`src/rtl/apb_completer_regfile.sv`:
```
// APB completer with a small word register bank, programmable wait states
// and PSLVERR reporting for unaligned, out-of-range or read-only accesses.
`timescale 1ns/1ps
module apb_completer_regfile #(
  parameter int unsigned        ADDR_W   = 32,
  parameter int unsigned        DATA_W   = 32,
  parameter int unsigned        NUM_REGS = 16,
  parameter logic [DATA_W-1:0]  ID_VALUE = 32'hA9B0_0001
) (
  input  logic              Pclk,
  input  logic              Presetn,
  input  logic              Psel,
  input  logic              Penable,
  input  logic              Pwrite,
  input  logic [ADDR_W-1:0] Paddr,
  input  logic [DATA_W-1:0] Pwdata,
  input  logic [3:0]        wait_cfg,
  output logic [DATA_W-1:0] Prdata,
  output logic              Pready,
  output logic              Pslverr,
  output logic [15:0]       xfer_cnt
);

  localparam int unsigned IW    = ADDR_W - 2;
  localparam int unsigned IDX_W = $clog2(NUM_REGS);
  localparam int unsigned CNT_W = 4;

  typedef enum logic {IDLE = 1'b0, ACCESS = 1'b1} state_t;

  state_t              state, state_n;
  logic [CNT_W-1:0]    cnt, cnt_n;
  logic [ADDR_W-1:0]   addr_q;
  logic                write_q;
  logic [DATA_W-1:0]   wdata_q;
  logic                pready_n, pslverr_n;
  logic [DATA_W-1:0]   prdata_n;
  logic [15:0]         xfer_cnt_n;
  logic [DATA_W-1:0]   regs [NUM_REGS];

  logic                setup_c, load_c, wr_en_c;
  logic [ADDR_W-1:0]   resp_addr_c;
  logic                resp_write_c;
  logic [IW-1:0]       resp_idx_c;
  logic                resp_err_c;
  logic [DATA_W-1:0]   resp_data_c;

  // Psel with Penable low is a SETUP in any state; in ACCESS it also aborts.
  assign setup_c = Psel && !Penable;

  // Zero-wait responses are built from the live bus, later ones from the capture.
  always_comb begin
    resp_addr_c  = setup_c ? Paddr  : addr_q;
    resp_write_c = setup_c ? Pwrite : write_q;
    resp_idx_c   = resp_addr_c[ADDR_W-1:2];
    resp_err_c   = (resp_addr_c[1:0] != 2'b00) ||
                   (resp_idx_c >= IW'(NUM_REGS)) ||
                   (resp_write_c && (resp_idx_c == '0));
    resp_data_c  = '0;
    if (!resp_write_c && !resp_err_c) begin
      resp_data_c = (resp_idx_c == '0) ? ID_VALUE : regs[resp_idx_c[IDX_W-1:0]];
    end
  end

  always_ff @(posedge Pclk or negedge Presetn) begin
    if (!Presetn) begin
      state    <= IDLE;
      cnt      <= '0;
      Pready   <= 1'b0;
      Pslverr  <= 1'b0;
      Prdata   <= '0;
      xfer_cnt <= '0;
    end else begin
      state    <= state_n;
      cnt      <= cnt_n;
      Pready   <= pready_n;
      Pslverr  <= pslverr_n;
      Prdata   <= prdata_n;
      xfer_cnt <= xfer_cnt_n;
    end
  end

  always_comb begin
    state_n    = state;
    cnt_n      = cnt;
    pready_n   = Pready;
    pslverr_n  = Pslverr;
    prdata_n   = Prdata;
    xfer_cnt_n = xfer_cnt;
    load_c     = 1'b0;
    wr_en_c    = 1'b0;

    if (setup_c) begin
      state_n   = ACCESS;
      cnt_n     = wait_cfg;
      pready_n  = 1'b0;
      pslverr_n = 1'b0;
      prdata_n  = '0;
      load_c    = (wait_cfg == '0);
    end else begin
      case (state)
        IDLE: begin
          pready_n  = 1'b0;
          pslverr_n = 1'b0;
          prdata_n  = '0;
        end
        ACCESS: begin
          if (!(Psel && Penable)) begin
            state_n   = IDLE;
            pready_n  = 1'b0;
            pslverr_n = 1'b0;
            prdata_n  = '0;
          end else if (Pready) begin
            // Pslverr already holds the error verdict for this transfer.
            wr_en_c    = write_q && !Pslverr;
            xfer_cnt_n = xfer_cnt + 16'd1;
            state_n    = IDLE;
            pready_n   = 1'b0;
            pslverr_n  = 1'b0;
            prdata_n   = '0;
          end else begin
            cnt_n  = cnt - CNT_W'(1);
            load_c = (cnt == CNT_W'(1));
          end
        end
        default: state_n = IDLE;
      endcase
    end

    if (load_c) begin
      pready_n  = 1'b1;
      pslverr_n = resp_err_c;
      prdata_n  = resp_data_c;
    end
  end

  // Transfer attributes are frozen at SETUP; bus changes during ACCESS are ignored.
  always_ff @(posedge Pclk or negedge Presetn) begin
    if (!Presetn) begin
      addr_q  <= '0;
      write_q <= 1'b0;
      wdata_q <= '0;
    end else if (setup_c) begin
      addr_q  <= Paddr;
      write_q <= Pwrite;
      wdata_q <= Pwdata;
    end
  end

  always_ff @(posedge Pclk or negedge Presetn) begin
    if (!Presetn) begin
      for (int i = 0; i < int'(NUM_REGS); i++) regs[i] <= '0;
    end else if (wr_en_c) begin
      regs[addr_q[IDX_W+1:2]] <= wdata_q;
    end
  end

endmodule

```
`config.mk`:
```
export PLATFORM = sky130hd
export DESIGN_NAME = apb_completer_regfile
export DESIGN_NICKNAME = d
export VERILOG_FILES = /design/src/rtl/apb_completer_regfile.sv
export SDC_FILE = /design/constraint.sdc
export NUM_CORES = 1
export LEC_CHECK = 0
export BUFFER_PORTS_ARGS = -buffer_cell sky130_fd_sc_hd__buf_2
export CAP_MARGIN = 10
export CORE_MARGIN = 2
export CORE_UTILIZATION = 61
export CTS_BUF_LIST = sky130_fd_sc_hd__clkbuf_16
export DETAILED_ROUTE_END_ITERATION = 12
export PLACE_DENSITY = 0.79
export SETUP_SLACK_MARGIN = 0.2
export SYNTH_ARGS = -nofsm -noshare
export SYNTH_HDL_FRONTEND = slang
export SYNTH_SLANG_ARGS = --single-unit
```
`constraint.sdc`:
```
create_clock -name Pclk -period 2.8 [get_ports Pclk]
set_clock_uncertainty 0.15 [all_clocks]
set_input_delay 0.84 -clock Pclk [delete_from_list [all_inputs] [get_ports Pclk]]
set_output_delay 0.84 -clock Pclk [all_outputs]
set_load 0.01 [all_outputs]
```
## Word-level counts from Yosys, hierarchy flattened

Index checks and enable logic that the tools add are counted.

| storage, ports and cells | value |
|---|---|
| flip-flop bits (word level) | 632 |
| word-level logic and storage cells | 94 |

| operators by class | value |
|---|---|
| $add $sub $neg | 2 |
| order comparisons | 4 |
| equal/unequal tests | 3 |
| mux-type cells | 37 |
| bitwise logic cells | 4 |
| reductions and logical operators | 19 |

Operator list:

| cell | count |
|---|---|
| $bwmux W512 | 1 |
| $mux W32 | 10 |
| $bmux W32 S4 | 1 |
| $demux W32 S4 | 1 |
| $pmux W32 S2 | 1 |
| $ge A30 B5 Y1 const B | 1 |
| $logic_not A30 Y1 | 1 |
| $mux W1 | 18 |
| $add A16 B1 Y16 const B | 1 |
| $mux W4 | 4 |
| $ge A5 B5 Y1 const B | 2 |
| $not A4 Y5 | 2 |
| $logic_and A1 B1 Y1 | 6 |
| $reduce_bool A2 Y1 | 3 |
| $lt A5 B1 Y1 const B | 1 |
| $ne A5 B5 Y1 const B | 1 |
| $eq A4 B1 Y1 const B | 1 |
| $logic_not A1 Y1 | 4 |
| $logic_not A4 Y1 | 1 |
| $reduce_and A4 Y1 | 1 |
| $sub A4 B1 Y4 const B | 1 |
| $reduce_and A3 Y1 | 1 |
| $logic_or A1 B1 Y1 | 2 |
| $ne A2 B1 Y1 const B | 1 |
| 2 further kinds | 3 |

## Logic depth before layout (Yosys ltp)

Gate-level depths: netlist of the first run.

| logic depth | value |
|---|---|
| depth after elaboration | 10 |
| depth in mapped cells | 13 |
| depth with buffers taken out | 8 |

## Worst setup path after synthesis of the first run

No wires, ideal clock.

| timing path | value |
|---|---|
| path kind | input port to flip-flop |
| start point | input Psel |
| end point | register Prdata[11] |
| setup time | 0.092 ns |
| arrival time | 2.618 ns |
| slack | -0.060 ns |
| stages on the path | 10 |
| cell sequence | buf_4 -> nand2b_1 -> buf_6 -> mux2_4 -> nor3_2 -> nand3_1 -> or3_1 -> buf_2 -> buf_6 -> o31ai_2 |

| between the ends | value |
|---|---|
| word-level cells in the longest chain between the ends | 9 |
| elaborated cells on any way between the ends | 27 |
| classes of those cells | order compare: 1; eq/ne: 1; mux: 14; bitwise: 1; reduce/logical: 10 |

RTL lines:

| what | RTL line | source |
|---|---|---|
| start: declaration | 12 | `input logic Psel,` |
| $logic_and A1 B1 Y1 (*) | 48 | `assign setup_c = Psel && !Penable;` |
| $mux W32 (*) | -- |  |
| named net resp_addr_c[7] | 41 | `logic [ADDR_W-1:0] resp_addr_c;` |
| $ge A30 B5 Y1 or $logic_not A30 Y1 (tied branches) | 56, 57, 60 |  |
| $logic_or A1 B1 Y1 or $logic_and A1 B1 Y1 (tied branches) | 55, 57 |  |
| $logic_or A1 B1 Y1 | 56 | `(resp_idx_c >= IW'(NUM_REGS)) \|\|` |
| $logic_not A1 Y1 | 59 | `if (!resp_write_c && !resp_err_c) begin` |
| $logic_and A1 B1 Y1 | 59 |  |
| $mux W32 (*) | 59 |  |
| $mux W32 (*) | 129 | `if (load_c) begin` |
| end signal: assignment | 77 | `Prdata <= prdata_n;` |
| end: declaration | 18 | `output logic [DATA_W-1:0] Prdata,` |

The timed path passes the listed nets; every way through them passes the cells marked *. The select of a mux whose other input is x is not followed.
A chain may end at the register's enable or synchronous reset.

## Final worst setup path of the first run

| timing path | value |
|---|---|
| start point | input Penable |
| end point | register Prdata[1] |

| between the ends | value |
|---|---|
| word-level cells in the longest chain between the ends | 10 |
| elaborated cells on any way between the ends | 28 |
| classes of those cells | order compare: 1; eq/ne: 1; mux: 14; bitwise: 1; reduce/logical: 11 |

RTL lines:

| what | RTL line | source |
|---|---|---|
| start: declaration | 13 | `input logic Penable,` |
| $logic_not A1 Y1 | 48 |  |
| $logic_and A1 B1 Y1 | 48 |  |
| $mux W32 | -- |  |
| $ge A30 B5 Y1 (tied with other cells) | 56 |  |
| $logic_or A1 B1 Y1 (tied with other cells) | 55 | `resp_err_c = (resp_addr_c[1:0] != 2'b00) \|\|` |
| $logic_or A1 B1 Y1 or $mux W32 (tied branches) | 56, 60 |  |
| $logic_not A1 Y1 or $mux W32 (tied branches) | 59, 60 |  |
| $logic_and A1 B1 Y1 or $mux W32 (tied branches) | 59, 60 |  |
| $mux W32 | 59 |  |
| $mux W32 | 129 |  |

Several ways; a longest one is shown, not always the timed one. The select of a mux whose other input is x is not followed.

==> results by group, run 1 <==
Synth
  – Ranking of synthesized cells by area: dfrtp_1 (54%), mux2_2 (20%), mux2i_1 (7.5%)
  – Sequential area share after synthesis: 54.3%
  – Mapped Avg Cell Area: 12.3 sq um
  – Mapped Nets: 2452
  – Cell Area, Synth: 0.0291 sq mm
  – Ys async rst share: 100%
  – Yosys top cell by area: dfrtp_1
  – Most used flip-flop cell after synthesis: dfrtp_1
  – Register bit total from synthesis: 632
  – Yosys cell types: 56
  – Post-Synthesis Cells: 2376
  – EDFF count, synth: 0
  – Synth Warn #: 0
  – Top-area cell type share of the netlist area: 54.3%

STA
  – Final slew viol count: 0
  – Final setup fails: 0
  – Final worst path period share: 90.5%
  – RSZ-0062 raised after global routing: false
  – Worst rel slew slack: 51.2%
  – Min cycle time layout: 2530 ps
  – Worst-Margin Slew: 733 ps
  – Fmax: 395 MHz
  – Setup TNS: 0 ps
  – Hold Fails Final Rpt: 0

GRT
  – First-pass GRT wire length: 121000 um
  – Global route total overflow: 0
  – Initial antenna violation count: 2
  – Largest net degree at the start of global routing: 85
  – Gr usage total: 31.5%
  – Vias in the first global route: 21.2k

Place
  – Placed Cells: 3114
  – Placed cell area: 0.0321 sq mm
  – Buffers added on ports: 122
  – Placer Congestion: 0.919
  – DP HPWL: 49900 um

Critical path
  – Reg2reg setup slack: 330 ps
  – Critical path startpoint: Penable
  – Setup CP Type: input port to register
  – R2R Path Start: addr_q[2]
  – WP data arrival: 2870 ps
  – CP max FO: 17
  – Startpoint Class: input port
  – Worst EP required: 3140 ps
  – Worst setup EP type: register

Layout
  – Layout Cells excl Fill: 3237
  – NumNets Final: 2645
  – Final instance area: 0.0343 sq mm
  – Layout cells sized above 1: 37.3%
  – Area Growth Syn to Fin: 17.5%

Clock network
  – Clock latency on the worst-skew pair: 610 ps
  – Root buffer cell: clkbuf_16
  – TritonCTS Sinks: 632
  – Clk buf depth: 3
  – Reg clk slew, reported paths: 60 ps
  – CTS tree: yes
  – TritonCTS Buffers: 67
  – H-tree levels: 3

Route
  – 1st-pass router iterations: 6
  – Antenna-violating nets left: 0
  – Detailed Route WL: 77000 um
  – Via/cell ratio: 6.31
  – Final routed DRC violation total: 0
  – Routed vias: 20.4k
  – DRT iter0 DRCs: 1740
  – DR WL/cell: 23.8 um

Floorplanning
  – Initial Util: 61.4%
  – Number of I/O pins: 123
  – Die Area: 0.0495 sq mm
  – Num rows: 80
  – Die H: 223 um
  – CORE AREA: 0.0474 sq mm
  – Die W: 223 um

Min path
  – Worst hold start: Pwdata[27]
  – Hold Crit Class: input port to register

Power and ir drop
  – PD cells: 593 mW/mm^2
  – Static Leak: 17.0 nW
  – VDD IR max: 0.520 mV

Run status
  – Outcome: finished clean

Run
  – Max Cap Viol: 0
[cell usage in the layout, fill, tap and decap left out, drive strengths merged, types with 2 or more instances in the layout]
cell | synthesis | final
nor4bb | 3 | 3
xnor2 | 10 | 10
nor4 | 32 | 32
o31ai | 18 | 18
mux2 | 515 | 515
mux2i | 217 | 217
nand2 | 352 | 352
nor2b | 4 | 4
nor3 | 14 | 14
a22o | 2 | 2
o21ai | 29 | 29
inv | 19 | 37
buf | 96 | 304
mux4 | 6 | 6
o211ai | 11 | 11
clkinv | 0 | 29
ha | 3 | 3
o22ai | 27 | 27
xor2 | 5 | 5
nor4b | 2 | 2
o21a | 2 | 2
nand2b | 30 | 30
and3 | 6 | 6
dfrtp | 632 | 632
and3b | 2 | 2
nand3 | 12 | 12
a21oi | 98 | 98
a211oi | 30 | 30
a2111oi | 6 | 6
nor2 | 30 | 30
clkbuf | 85 | 69
nor3b | 5 | 5
a31oi | 11 | 11
o221ai | 44 | 44
nand4 | 10 | 10
bufinv | 0 | 4
[flip-flops by register name, summed over array words and instances (netlist names)]
register  count
regs        512
Prdata       32
addr_q       32
wdata_q      32
xfer_cnt     16
cnt           4
Pready        1
Pslverr       1
state         1
write_q       1
[repair_timing]
action / in CTS / in global routing
setup endpoints to repair: 1 / 18
endpoints found under the hold margin: 3 / 0
hold buffers: 1 / 0
gates resized for setup: 1 / 6
pin swaps: 0 / 0
setup buffers: 0 / 0
[path summary, 6_finish.rpt]
kind | to | cells past startpoint
min reg2reg | xfer_cnt[15] | 1
min in group asynchronous | addr_q[15] | 2
max reg2reg | Prdata[1] | 7
max in group asynchronous | regs[17] | 3
min | wdata_q[27] | 3
max | Prdata[1] | 8
[logic make-up (layout without fill, tap and decap cells)]
family | count (synthesis) | in the layout | synth area share (%)
AOI/OAI and AO/OA | 282 | 282 | 6.61
and+or+nand+nor | 506 | 506 | 7.64
other | 0 | 1 | 0
xor gates and xnor gates | 15 | 15 | 0.451
buffers and inverters | 200 | 445 | 3.08
adders and majority gates | 3 | 3 | 0.129
DFF | 632 | 632 | 54.3
muxes | 738 | 738 | 27.8
[worst max-delay path, cell delays in order]
cell,delay [ps]
buf_2,210
nand2b_4,270
mux2i_1,310
a311o_1,190
nand3_1,120
or3_1,400
buf_12,190
o31ai_1,310
[area by class of cell]
class / instances / area (sq um)
clock buffers: 69 / 1730
flip-flops and latches: 632 / 15800
inverters: 19 / 76.3
well taps: 615 / 769
fillers: 3097 / 13200
repair buffers: 305 / 2720
diodes: 1 / 2.50
multi-input cells: 1544 / 12800
clock inverters: 52 / 378
[stage by stage]
stage	power, W	util [%]	worst slack (ps)	hold slack (ps)
global route	0.0210	72.2	223	255
floorplan	0.0108	-	91.4	296
CTS	0.0204	72.2	288	255
finish	0.0203	72.2	266	275
global placement	0.0118	67.7	-284	306
detailed placement	0.0119	67.7	-316	312
[power breakdown]
group | leakage, nW | total (W) | switching, W | internal [W]
sequential | 8.71 | 0.00966 | 0.000386 | 0.00928
clock | 1.08 | 0.00857 | 0.00369 | 0.00487
combinational | 7.19 | 0.00210 | 0.00128 | 0.000816
[routing by layer]
layer  routed length, um  up-vias  part of all wire (%)  GRT usage (%)
met5                   0        -                     0              0
met4                3050        0                   4.0           12.3
met3                5320      222                   6.9           6.45
met2               36700      841                    48           50.9
met1               32000    10500                    42           42.2
li1                    -     8895                     -              -
[synthesized netlist by cell type (all sizes together) (27+ instances only)]
cell type / instances
clkbuf: 85
o21ai: 29
dfrtp: 632
a21oi: 98
nand2b: 30
buf: 96
mux2i: 217
nand2: 352
nor2: 30
o221ai: 44
o22ai: 27
nor4: 32
a211oi: 30
mux2: 515
Note: power is estimated with default switching activity, not from simulation.
==> run 2: changes to the inputs <==
Settings changed: REMOVE_ABC_BUFFERS from default to 1.
==> run 2 against run 1 <==
Register-to-register slack lost 30 ps. Power shrank 2.6%. Global-route usage grew 0.16 points. Largest cell class unchanged. Highest routed layer is now met5.
==> results by group, run 2 (synthesis results as in run 1) <==
Run status
  – Outcome: finished clean

GRT
  – Most crowded layer after global routing: met2
  – Vias in the first global route: 21.8k
  – GR Util met2: 52.8%
  – Met1 Track Usage GR: 41.0%
  – Global route total overflow: 0
  – First-pass GRT wire length: 121000 um
  – Initial antenna violation count: 1
  – Gr usage total: 31.6%
  – Largest net degree at the start of global routing: 102
  – Met3 usage: 5.18%

Layout
  – Most common cell after layout, fill and taps aside: dfrtp_1
  – Layout cells sized above 1: 36.5%
  – Reg with most FFs: regs
  – Area of the multi-input gates: 0.0126 sq mm
  – Area Growth Syn to Fin: 16.0%
  – Most frequent cells in the layout: dfrtp_1 (632), mux2_2 (511), nand2_1 (346)
  – Final core occ: 71.3%
  – NumNets Final: 2643
  – Fillers: 3201
  – Max reg flops: 512
  – Register Area: 0.0158 sq mm
  – Ant diodes: 0

Clock network
  – TritonCTS Buffers: 66
  – Clock latency on the worst-skew pair: 610 ps
  – Reg clk slew, reported paths: 60 ps
  – Clk buf depth: 3
  – TritonCTS Sinks: 632
  – Root buffer cell: clkbuf_16
  – CTS tree: yes
  – H-tree levels: 3

Power and ir drop
  – Power Total: 0.0198 W
  – Static Leak: 16.8 nW
  – VDD IR max: 0.498 mV
  – PD cells: 585 mW/mm^2

Critical path
  – Startpoint Class: input port
  – R2R Path Start: addr_q[23]
  – Reg2reg setup slack: 300 ps
  – Worst EP required: 3170 ps
  – Cell depth of the worst setup path: 9
  – Slowest-stage cell, CP: or4b_2
  – CP dominant cell by count: buf_4
  – RR Endpoint: Prdata[24]
  – Family with the most delay on the worst path: simple AND/OR/NAND/NOR gates
  – CP max FO: 8
  – FF-to-FF path depth: 7
  – Crit path capture: Prdata[0]
  – Setup CP Type: input port to register
  – WP data arrival: 2880 ps
  – Crit-path max cell delay: 620 ps
  – Crit path cell chain: buf_2 > buf_4 > buf_4 > or4b_2 > o31ai_1 > o21ai_1 > nand4_1 > o22ai_1 > a21oi_1
  – Worst path bufs/invs: 3
  – Worst setup EP type: register
  – Critical path startpoint: Penable

Floorplanning
  – Die H: 223 um
  – CORE AREA: 0.0474 sq mm
  – Die W: 223 um
  – Number of I/O pins: 123
  – Die Area: 0.0495 sq mm
  – Initial Util: 61.4%
  – Num rows: 80

STA
  – RSZ-0062 raised after global routing: true
  – Fmax: 398 MHz
  – Worst-Margin Slew: 757 ps
  – Worst rel slew slack: 49.1%
  – Hold Fails Final Rpt: 0
  – Final setup fails: 0
  – Final worst path period share: 89.6%
  – Final slew viol count: 0
  – Min cycle time layout: 2510 ps

Run
  – Max Cap Viol: 0

Place
  – Buffers added on ports: 122
  – Placer Congestion: 0.915
  – DP HPWL: 49100 um

Route
  – 1st-pass router iterations: 5
  – Via/cell ratio: 6.35
  – DRT iter0 DRCs: 2015
  – Routed vias: 20.5k
  – DR WL/cell: 23.9 um
  – Antenna-violating nets left: 0
  – Detailed Route WL: 77100 um
  – Final routed DRC violation total: 0

Min path
  – Worst hold start: Pwdata[1]
  – Hold Crit Class: input port to register
[run 2: cell types whose count changed in the layout (fill, tap and decap cells not counted), moves of 3 or more]
cell        delta
inv_6          -3
mux2_4        -30
clkinvlp_4     +3
mux2i_1        +3
mux2_2        +28
buf_4          +6
bufinv_16      -3
clkinv_2       -5
buf_12         -9
inv_1          +5
[run 2: per-layer routing]
| metal | share of wire, % | vias up |
|---|---|---|
| li1 | - | 8858 |
| met1 | 40 | 10600 |
| met2 | 50 | 793 |
| met3 | 6.1 | 246 |
| met4 | 4.3 | 2 |
| met5 | 0.017 | - |
[run 2: tightest hold or removal path: stages]
cell	delay, ps
buf_2	70
nand2_1	40
nand2_1	40
[run 2: through the flow]
stage	std cells	worst slack [ps]	setup TNS [ps]	instance area [sq um]	hold WS, ps
after floorplan	2195	-6190	-454220	28300	296
after global placement	3111	-288	-17580	31800	310
after detailed placement	3111	-331	-27850	31800	322
after CTS	3225	274	0	33800	254
after global routing	3227	182	0	33800	277
final	3227	290	0	33800	271
[run 2: where the power goes]
group	internal [W]	leakage (nW)	total [W]	switching, W
combinational	0.000768	7.10	0.00205	0.00128
clock	0.00453	1.01	0.00810	0.00358
sequential	0.00928	8.71	0.00964	0.000361
total	0.0146	16.8	0.0198	0.00522
[run 2: worst min-delay path by stage]
stage                               to  cells after the start
after CTS                   wdata_q[1]                      3
after floorplan              addr_q[0]                      2
final                       wdata_q[1]                      3
after global placement    xfer_cnt[15]                      1
after global routing        wdata_q[8]                      3
after detailed placement     addr_q[1]                      2
[run 2: what timing repair did]
| item | CTS | global route |
|---|---|---|
| hold buffers | 1 | 0 |
| gates resized for setup | 0 | 7 |
| setup endpoints to repair | 0 | 10 |
| buffers inserted | 0 | 2 |
| endpoints found under the hold margin | 27 | 0 |
[run 2: layout make-up]
cell class | count | share of cell area, %
multi-input cells | 1544 | 37.2
well taps | 615 | 2.28
clock inverters | 44 | 0.666
flip-flops and latches | 632 | 46.8
clock buffers | 69 | 5.11
repair buffers | 304 | 7.72
inverters | 19 | 0.226
